**src/rtl/multdiv_pkg.sv**
```systemverilog
// Shared definitions for the multi-cycle multiply/divide sequencer.
//   - Default datapath width.
//   - 3-bit state encoding: IDLE, MULT, DIV, FIXUP, DONE.
//   - Radix-2 Booth pair codes, i.e. {q0, q(-1)}.
package multdiv_pkg;

  localparam int unsigned MultdivDataW = 32;

  typedef enum logic [2:0] {
    StIdle  = 3'd0,
    StMult  = 3'd1,
    StDiv   = 3'd2,
    StFixup = 3'd3,
    StDone  = 3'd4
  } state_e;

  localparam logic [1:0] BoothAdd = 2'b01;
  localparam logic [1:0] BoothSub = 2'b10;

endpackage

```
**src/rtl/multdiv_cneg.sv**
```systemverilog
// Combinational conditional two's-complement negate.
// Ports:
//   data_i - operand
//   neg_i  - when 1 the output is -data_i, otherwise data_i
//   data_o - result
module multdiv_cneg #(
  parameter int unsigned DATA_W = 32
) (
  input  logic [DATA_W-1:0] data_i,
  input  logic              neg_i,
  output logic [DATA_W-1:0] data_o
);

  assign data_o = neg_i ? -data_i : data_i;

endmodule

```
**src/rtl/multdiv_sequencer.sv**
```systemverilog
// Multi-cycle multiply/divide engine for the HI/LO datapath.
// Multiply uses radix-2 Booth. Divide uses restoring division on magnitudes.
// Each iteration handles one bit per cycle. The control unit stalls while busy is high.
// Ports:
//   clock, reset            - rising-edge clock, asynchronous active-low reset
//   start_mult, start_div   - one-cycle start pulses; multiply wins if both are high
//   op_a, op_b              - operands from registers A and B
//   op_unsigned             - (MULTDIV_UNSIGNED_EN only) selects multu/divu
//   busy                    - high in MULT, DIV and FIXUP
//   done                    - one-cycle completion pulse
//   div_zero                - coincides with done on divide by zero
//   hi_out, lo_out          - high word/remainder, low word/quotient
//   hi_we, lo_we            - HI/LO write strobes; coincide with a normal done
// Optional build macro: MULTDIV_UNSIGNED_EN adds the op_unsigned input.
module multdiv_sequencer
  import multdiv_pkg::*;
#(
  parameter int unsigned DATA_W = MultdivDataW,
  parameter int unsigned CNT_W  = 6
) (
  input  logic              clock,
  input  logic              reset,
  input  logic              start_mult,
  input  logic              start_div,
  input  logic [DATA_W-1:0] op_a,
  input  logic [DATA_W-1:0] op_b,
`ifdef MULTDIV_UNSIGNED_EN
  input  logic              op_unsigned,
`endif
  output logic              busy,
  output logic              done,
  output logic              div_zero,
  output logic [DATA_W-1:0] hi_out,
  output logic [DATA_W-1:0] lo_out,
  output logic              hi_we,
  output logic              lo_we
);

  state_e              state_q, state_d;
  logic [DATA_W:0]     acc_hi_q, acc_hi_d;   // Booth upper half / partial remainder
  logic [DATA_W-1:0]   acc_lo_q, acc_lo_d;   // multiplier / dividend-then-quotient
  logic                qm1_q, qm1_d;         // Booth q(-1)
  logic [DATA_W:0]     mcand_q, mcand_d;     // extended multiplicand / divisor magnitude
  logic [CNT_W-1:0]    cnt_q, cnt_d;
  logic                is_div_q, is_div_d;
  logic                q_neg_q, q_neg_d;
  logic                r_neg_q, r_neg_d;
  logic                dz_q, dz_d;
  logic [DATA_W-1:0]   hi_q, hi_d, lo_q, lo_d;
`ifdef MULTDIV_UNSIGNED_EN
  logic                umul_fix_q, umul_fix_d;
`endif

  logic                signed_op;
  logic [DATA_W-1:0]   abs_a, abs_b, fix_q, fix_r, mult_hi;
  logic [DATA_W:0]     booth_sum, div_shift;
  logic [DATA_W+1:0]   div_trial;
  logic                cnt_last;

`ifdef MULTDIV_UNSIGNED_EN
  assign signed_op = ~op_unsigned;
  // In unsigned mode, a multiplier with its MSB set was treated by Booth as
  // b - 2**DATA_W. This adds the missing a * 2**DATA_W back into the high word.
  assign mult_hi   = acc_hi_q[DATA_W-1:0] + (umul_fix_q ? mcand_q[DATA_W-1:0] : '0);
`else
  assign signed_op = 1'b1;
  assign mult_hi   = acc_hi_q[DATA_W-1:0];
`endif

  multdiv_cneg #(.DATA_W(DATA_W)) u_abs_a (
    .data_i (op_a),
    .neg_i  (signed_op & op_a[DATA_W-1]),
    .data_o (abs_a)
  );

  multdiv_cneg #(.DATA_W(DATA_W)) u_abs_b (
    .data_i (op_b),
    .neg_i  (signed_op & op_b[DATA_W-1]),
    .data_o (abs_b)
  );

  multdiv_cneg #(.DATA_W(DATA_W)) u_fix_q (
    .data_i (acc_lo_q),
    .neg_i  (q_neg_q),
    .data_o (fix_q)
  );

  multdiv_cneg #(.DATA_W(DATA_W)) u_fix_r (
    .data_i (acc_hi_q[DATA_W-1:0]),
    .neg_i  (r_neg_q),
    .data_o (fix_r)
  );

  always_comb begin
    booth_sum = acc_hi_q;
    case ({acc_lo_q[0], qm1_q})
      BoothAdd: booth_sum = acc_hi_q + mcand_q;
      BoothSub: booth_sum = acc_hi_q - mcand_q;
      default:  ;
    endcase
  end

  // The trial subtract is one bit wider than the remainder. Unsigned divisors
  // near 2**DATA_W can push the shifted remainder into bit DATA_W.
  assign div_shift = {acc_hi_q[DATA_W-1:0], acc_lo_q[DATA_W-1]};
  assign div_trial = {1'b0, div_shift} - {1'b0, mcand_q};
  assign cnt_last  = (cnt_q == CNT_W'(DATA_W - 1));

  always_comb begin
    state_d  = state_q;
    acc_hi_d = acc_hi_q;
    acc_lo_d = acc_lo_q;
    qm1_d    = qm1_q;
    mcand_d  = mcand_q;
    cnt_d    = cnt_q;
    is_div_d = is_div_q;
    q_neg_d  = q_neg_q;
    r_neg_d  = r_neg_q;
    dz_d     = dz_q;
    hi_d     = hi_q;
    lo_d     = lo_q;
`ifdef MULTDIV_UNSIGNED_EN
    umul_fix_d = umul_fix_q;
`endif

    case (state_q)
      StMult: begin
        acc_hi_d = {booth_sum[DATA_W], booth_sum[DATA_W:1]};
        acc_lo_d = {booth_sum[0], acc_lo_q[DATA_W-1:1]};
        qm1_d    = acc_lo_q[0];
        cnt_d    = cnt_q + CNT_W'(1);
        if (cnt_last) state_d = StFixup;
      end
      StDiv: begin
        if (!div_trial[DATA_W+1]) begin
          acc_hi_d = div_trial[DATA_W:0];
          acc_lo_d = {acc_lo_q[DATA_W-2:0], 1'b1};
        end else begin
          acc_hi_d = div_shift;
          acc_lo_d = {acc_lo_q[DATA_W-2:0], 1'b0};
        end
        cnt_d = cnt_q + CNT_W'(1);
        if (cnt_last) state_d = StFixup;
      end
      StFixup: begin
        if (is_div_q) begin
          lo_d = fix_q;
          hi_d = fix_r;
        end else begin
          hi_d = mult_hi;
          lo_d = acc_lo_q;
        end
        state_d = StDone;
      end
      // A new start is accepted in DONE as well, since busy is already low there.
      StIdle, StDone: begin
        state_d = StIdle;
        if (start_mult) begin
          acc_hi_d = '0;
          acc_lo_d = op_b;
          qm1_d    = 1'b0;
          mcand_d  = {signed_op & op_a[DATA_W-1], op_a};
          cnt_d    = '0;
          is_div_d = 1'b0;
          dz_d     = 1'b0;
`ifdef MULTDIV_UNSIGNED_EN
          umul_fix_d = op_unsigned & op_b[DATA_W-1];
`endif
          state_d  = StMult;
        end else if (start_div) begin
          if (op_b != '0) begin
            acc_hi_d = '0;
            acc_lo_d = abs_a;
            mcand_d  = {1'b0, abs_b};
            cnt_d    = '0;
            is_div_d = 1'b1;
            q_neg_d  = signed_op & (op_a[DATA_W-1] ^ op_b[DATA_W-1]);
            r_neg_d  = signed_op & op_a[DATA_W-1];
            dz_d     = 1'b0;
            state_d  = StDiv;
          end else begin
            dz_d    = 1'b1;
            state_d = StDone;
          end
        end
      end
      default: state_d = StIdle;
    endcase
  end

  always_ff @(posedge clock or negedge reset) begin
    if (!reset) begin
      state_q  <= StIdle;
      acc_hi_q <= '0;
      acc_lo_q <= '0;
      qm1_q    <= 1'b0;
      mcand_q  <= '0;
      cnt_q    <= '0;
      is_div_q <= 1'b0;
      q_neg_q  <= 1'b0;
      r_neg_q  <= 1'b0;
      dz_q     <= 1'b0;
      hi_q     <= '0;
      lo_q     <= '0;
`ifdef MULTDIV_UNSIGNED_EN
      umul_fix_q <= 1'b0;
`endif
    end else begin
      state_q  <= state_d;
      acc_hi_q <= acc_hi_d;
      acc_lo_q <= acc_lo_d;
      qm1_q    <= qm1_d;
      mcand_q  <= mcand_d;
      cnt_q    <= cnt_d;
      is_div_q <= is_div_d;
      q_neg_q  <= q_neg_d;
      r_neg_q  <= r_neg_d;
      dz_q     <= dz_d;
      hi_q     <= hi_d;
      lo_q     <= lo_d;
`ifdef MULTDIV_UNSIGNED_EN
      umul_fix_q <= umul_fix_d;
`endif
    end
  end

  assign busy     = (state_q == StMult) || (state_q == StDiv) || (state_q == StFixup);
  assign done     = (state_q == StDone);
  assign div_zero = done & dz_q;
  assign hi_we    = done & ~dz_q;
  assign lo_we    = done & ~dz_q;
  assign hi_out   = hi_q;
  assign lo_out   = lo_q;

endmodule

```
**config.mk**
```make
export PLATFORM = sky130hd
export DESIGN_NAME = multdiv_sequencer
export DESIGN_NICKNAME = d
export VERILOG_FILES = /design/src/rtl/multdiv_pkg.sv /design/src/rtl/multdiv_cneg.sv /design/src/rtl/multdiv_sequencer.sv
export SDC_FILE = /design/constraint.sdc
export NUM_CORES = 1
export LEC_CHECK = 0
export ABC_AREA = 1
export CELL_PAD_IN_SITES_DETAIL_PLACEMENT = 1
export CELL_PAD_IN_SITES_GLOBAL_PLACEMENT = 1
export CORE_MARGIN = 2
export CORE_UTILIZATION = 40
export CTS_CLUSTER_DIAMETER = 50
export DETAILED_ROUTE_END_ITERATION = 12
export HOLD_SLACK_MARGIN = 0.08
export PLACE_DENSITY_LB_ADDON = 0.1
export SYNTH_ARGS = -nofsm -noshare
export SYNTH_HDL_FRONTEND = slang
export SYNTH_SLANG_ARGS = --single-unit
```
**constraint.sdc**
```tcl
create_clock -name clock -period 3.7 [get_ports clock]
set_input_delay 0.74 -clock clock [delete_from_list [all_inputs] [get_ports clock]]
set_output_delay 0.74 -clock clock [all_outputs]
set_load 0.03 [all_outputs]
```
# Yosys cells after proc, flatten, opt, wreduce, memory -nomap -nowiden
# Cells that the tools add are included.
# totals
reg_bits,176
out_inout_bits,69
inputBits,68
wordCells,90
# classes
n_mux,37
n_eq_ne,11
n_reduce_logical,17
add_sub_neg,8
bitwise_logic,5
# ops
op,n
$mux W32,9
$mux W33,7
$neg A32 Y32,4
$pmux W33 S3,1
$pmux W32 S3,1
$pmux W33 S2,1
$sub A33 B33 Y34,1
$add A33 B33 Y33,1
$sub A33 B33 Y33,1
$reduce_bool A32 Y1,1
$mux W6,3
$mux W3,4
$pmux W6 S2,1
$pmux W3 S3,1
$reduce_and A3 Y1,3
$mux W1,8
$reduce_bool A2 Y1,4
$add A6 B1 Y6 const B,1
$eq A3 B2 Y1 const B,2
$eq A6 B5 Y1 const B,1
$ne A3 B3 Y1 const B,2
$reduce_and A2 Y1,2
$reduce_and A4 Y1,1
$reduce_or A2 Y1,2
other kinds (13),16

# Longest topological paths before layout
# depth
word_depth,6
ltp_mapped,28
mapped_depth_nobuf,28

# By module
# A second synthesis with hierarchy kept.
# hier_totals
cells_unflattened,3082
area_unflattened_um2,18368.9
# modules_own_cells
mod,area_per_inst_um2,seq_area_each_um2,instances,cells_each
multdiv_sequencer,14173.6,4404.2,1,2181
multdiv_cneg (u_abs_a ...),1052.3,0.0,3,225
multdiv_cneg (u_fix_r),1038.5,0.0,1,226

# Least setup slack after synthesis
# Ideal clock, no wire load.
# synth_path
path_type,reg2reg
from,register mcand_q[1]
to,register acc_hi_q[30]
t_required_ps,3583
slack_ps,379
stages_incl_launch_ff,23
setup_ps,117
synth_period_minus_slack_ps,3321
path_buffers,0
t_arrival_ps,3205
path_cell_list,dfrtp_1 inv_1 ha_1 nand3_1 nor2_1 nand3_1 nor3_1 inv_1 o21ai_0 o21ai_0 xor2_1 ha_1 nand2_1 nor3_1 nand2_1 nor3_1 nand2_1 nand2_1 nor2_1 o21ai_0 nand2_1 nand2_1 nand2_1
# synth_between
elab_chain_cells,3
word_cells_on_any_way,6
classes_between,3 x add/sub; 3 x mux
# synth_lines
element,line_no,text
"start, declared",multdiv_sequencer.sv:43,"logic [DATA_W:0] mcand_q, mcand_d;"
"start signal, assigned",multdiv_sequencer.sv:213,mcand_q <= mcand_d;
$sub A33 B33 Y33 (tied with other cells),multdiv_sequencer.sv:98,BoothSub: booth_sum = acc_hi_q - mcand_q;
$pmux W33 S2 / $mux W33 (equally long branches),"multdiv_sequencer.sv:96, multdiv_sequencer.sv:135",
$pmux W33 S3 (*),multdiv_sequencer.sv:126,case (state_q)
"end signal, assigned",multdiv_sequencer.sv:210,acc_hi_q <= acc_hi_d;
"end, declared",multdiv_sequencer.sv:40,"logic [DATA_W:0] acc_hi_q, acc_hi_d;"
# Every way passes the cells marked *; elsewhere a longest branch is shown, timed or not.
# A chain may end at the register's enable or synchronous reset.

# Worst setup path in the final report
# layout_path
from,register mcand_q[0]
to,register acc_hi_q[26]
# The elaborated chain is that of the path after synthesis.

==> results <==
- The placed wire-length estimate after detailed placement is ~70000 um.
- After layout, the worst setup slack is -73.6 ps.
- The starting utilization of the core area is between 40% and 50%.
- Yosys attributes the largest share of cell area to sky130_fd_sc_hd__dfrtp_1, sky130_fd_sc_hd__nand2_1, sky130_fd_sc_hd__nor2_1.
- In the final routed layout, each cell accounts on average for around 26 um.
- The placed instances occupy a cell area of just under 20000 um2.
- The first detailed-routing pass took 5 iterations.
- Once detail routing completed, the nets flagged for antenna violations numbered 0.
- In the synthesized netlist the dominant register cell turns out to be sky130_fd_sc_hd__dfrtp_1.
- The count of synthesis-stage warnings from yosys is 0.
- For the worst setup path, the data arrival time is around 4200 ps.
- The final count of negative-setup-slack endpoints is 5.
- In this run the vertical extent of the chip is slightly above 200 um.
- The detailed-route via count is about 20k.
- The delay of the slowest critical-path stage is about 410 ps.
- The type of the setup path with the least slack is reg -> reg.
- Clock tree synthesis found a total of between 150 and 200 sinks.
- Measured along the x axis, the die boundary spans 206 um.
- The register bit count reported by yosys is roughly 180.
- Cells with a size suffix above 1 make up between 10% and 20% of the layout.
- The type of element capturing the critical path is a flip-flop.
- The end-of-flow core utilization is 50.6%.
- The worst-skew pair later-pin latency is between 500 and 600 ps.
- The number of flops mapped to enable cells by yosys is 0.
- The gate count after technology mapping is approximately 2.6k.
- The buffer type at the clock tree root is sky130_fd_sc_hd__clkbuf_16.
- The setup clock skew after layout is 18.9 ps.
- The worst max-slew margin expressed relative to the limit is between 40% and 50%.
- TritonCTS created 17 clock buffers.
- The capture point of the worst reg-to-reg path is acc_hi_q[26].
- The number of distinct library cell variants in the gate-level netlist after synthesis is 52.
- The via count of the first global-routing pass is roughly 21k.
- The core footprint is roughly 40000 um2.
- The worst register-to-register path has a depth of 23.
- The overall routing resource usage is approximately two fifths.
- Setup repair after global routing could not meet its margin everywhere.
- The area of the mapped netlist is 16400 um2.
- The maximum number of pins on one net before global-route repair is 86.
- The area growth from synthesis to layout is 25.6%.
- The depth of the CTS H-tree is 4.
- The checks that failed: setup timing.
- The average instance in the mapped netlist occupies 6.31 um2.
- The async set or reset register ratio after synthesis is 100%.
- Counting every net in the synthesized netlist gives 2736.
- The TritonCTS clock tree is built.
- The transition at the pin with the smallest max-transition slack is roughly 850 ps.
- The first global-routing pass estimated between 100000 and 150000 um of wire.
- In this run the count of I/O pins placed on the die edge is between 100 and 150.
- In this run the critical register-to-register path is launched from mcand_q[0].
- The largest individual stage delay along the critical path comes from the cell sky130_fd_sc_hd__dfrtp_1.
- Once layout is done, the placed cells without fillers occupy 20600 um2.
- The flow ran to the end, but the final reports show violations.
- The biggest area contributor in the post-synthesis netlist is sky130_fd_sc_hd__dfrtp_1.
- Max-cap violations in this run came to 0.
- In this run the deepest clock path goes through 2 buffers.
- During placement, the flow inserted port buffers numbering approximately 140.
- The quantity of hold-fixing buffers added after cts is 0.
- The critical-path maximum fanout is 5.
- The count of unresolved DRC violations after routing is 0.
- 0 antenna diodes ended up in the layout.
- The average via count per standard cell is between 5 and 6.
- The hold violation total from the final report is 0.
- The weighted congestion reported at the end of routability-driven placement is ~1.1.
- The cell with the most instances on the worst path is sky130_fd_sc_hd__nand2_1.
- The initial antenna violation count is 0.
- The first routing iteration left approximately 1.7k violations.
- The tightest min-delay check is of the in -> async type.
- The clock-pin slew on the worst setup and hold paths is about 90 ps.
- The total wirelength of the detailed-routed design is about 86000 um.
- The post-route clock period utilization is 102%.
- The layout has roughly 5.4k filler cells.
- The die covers ~43000 um2.
- The total grt overflow is 0.
- The kind of cell with the highest combined delay along the critical path is simple AND/OR/NAND/NOR gates.
- The maximum clock frequency is between 200 and 300 MHz.
- Across all register-to-register paths, the minimum setup slack is -70 ps.
- The worst path required time is 4110 ps.
- The sequential share of the synthesized area is 26.9%.
- The buffering stage count on the worst path with inverters included is 3.
- The smallest clock period supported by the final layout is computed as 3770 ps.
- The number of max-slew violations in the final report was 0.
- The final layout contains just under 3k nets.
- STA classifies the critical path startpoint as a flip-flop.
- The floorplan has 74 rows.
- Summed over its instances, the top area cell type makes up a little over a quarter of the synthesized netlist area.
- The critical path runs through a total of 23 cells.
- The critical path goes through inv_2, ha_1, nand3_1, nor2_2, nand3_2, nor3_2, buf_4, buf_4, nor2_1, xor2_2, ha_2, nand2_1, o21ai_2, a21oi_2, nor2_1, nor2_2, nand2_1, nand2_1, nand3_2, nand2_1, nand2_1, nor2_1, nor2_1.
[cells in the final DEF, fill, tap and decap left out, drive strengths merged, types with 15 or more instances in the layout]
cell type,n
nand2,614
nor2,333
nand3,168
clkdlybuf4s50,135
clkbuf,18
xor2,105
a21oi,231
o21ai,251
dfrtp,176
nand4,36
o22ai,25
nor3,47
xnor2,23
o211ai,29
buf,156
ha,72
a31oi,21
clkinv,15
inv,296
[through the flow]
| step | cells | hold WS [ps] | worst slack [ps] | TNS (ps) |
|---|---|---|---|---|
| finish | 3365 | 284 | -73.6 | -173 |
| global route | 3365 | 351 | -252 | -2410 |
| CTS | 3358 | 307 | -56.8 | -57.7 |
| detailed placement | 3325 | 472 | -332 | -2570 |
| global placement | 3325 | 465 | -220 | -600 |
| floorplan | 2594 | 444 | 379 | 0 |
[registers in the layout, summed over array words and instances (netlist names)]
register and cells:
acc_hi_q 33, mcand_q 33, acc_lo_q 32, hi_out 32, lo_out 32, cnt_q 6
state_q 3, dz_q 1, is_div_q 1, q_neg_q 1, qm1_q 1, r_neg_q 1
[per-layer routing]
| metal | vias to the layer above | share of wire [%] | track usage (%) |
|---|---|---|---|
| met1 | 9966 | 44 | 55.1 |
| met4 | 0 | 4.4 | 17.1 |
| met5 | - | 0 | 0 |
| met3 | 195 | 7.2 | 7.11 |
| met2 | 858 | 44 | 62.7 |
| li1 | 9049 | - | - |
[cells in the mapped netlist (all sizes together) (23+ instances only)]
library cell,count
a21oi,231
buf,27
inv,289
nand4,36
nor2,333
nor3,47
clkbuf,58
nand3,168
o21ai,251
dfrtp,176
o211ai,29
nand2,614
xnor2,23
o22ai,25
xor2,105
ha,72
[final cells by class]
cell class                 instances  area (um2)  area share [%]
clock buffer                      17         425            2.07
clock inverter                    15         186           0.906
inverter                         296        1110            5.40
multi-input combinational       2037       11200            54.2
sequential                       176        4400            21.4
tap                              532         666            3.24
timing repair buffer             292        2620            12.7
[how the worst max path moves through the flow]
stage / from / end
5_1_grt: mcand_q[1] / acc_hi_q[31]
3_3_place_gp: mcand_q[0] / acc_hi_q[26]
2_1_floorplan: mcand_q[1] / acc_hi_q[30]
3_5_place_dp: mcand_q[0] / acc_hi_q[26]
4_1_cts: mcand_q[0] / acc_hi_q[26]
6_report: mcand_q[0] / acc_hi_q[26]
[cell families after synthesis]
group	share of synthesized area, %
AOI/OAI and AO/OA	20.2
adders and majority gates	5.74
DFF	26.9
buffers and inverters	8.95
and+or+nand+nor	31.4
xor gates and xnor gates	6.84
[worst reg2reg max path, delay by kind of cell, from the launching register on]
family / cells / cell delay, ps
compound gates: 2 / 370
xor+xnor: 1 / 270
fa+ha+maj: 2 / 580
buf+inv: 3 / 340
flops: 1 / 410
simple gates: 15 / 1710
[repair_timing]
action,4_1_cts,5_1_grt
gates cloned,0,0
setup endpoints to repair,17,22
setup buffers,1,7
gates resized for setup,39,136
pin swaps,7,50
Power is not shown: default switching activity piles up to over one toggle a cycle in this logic, so the estimate is an artifact.
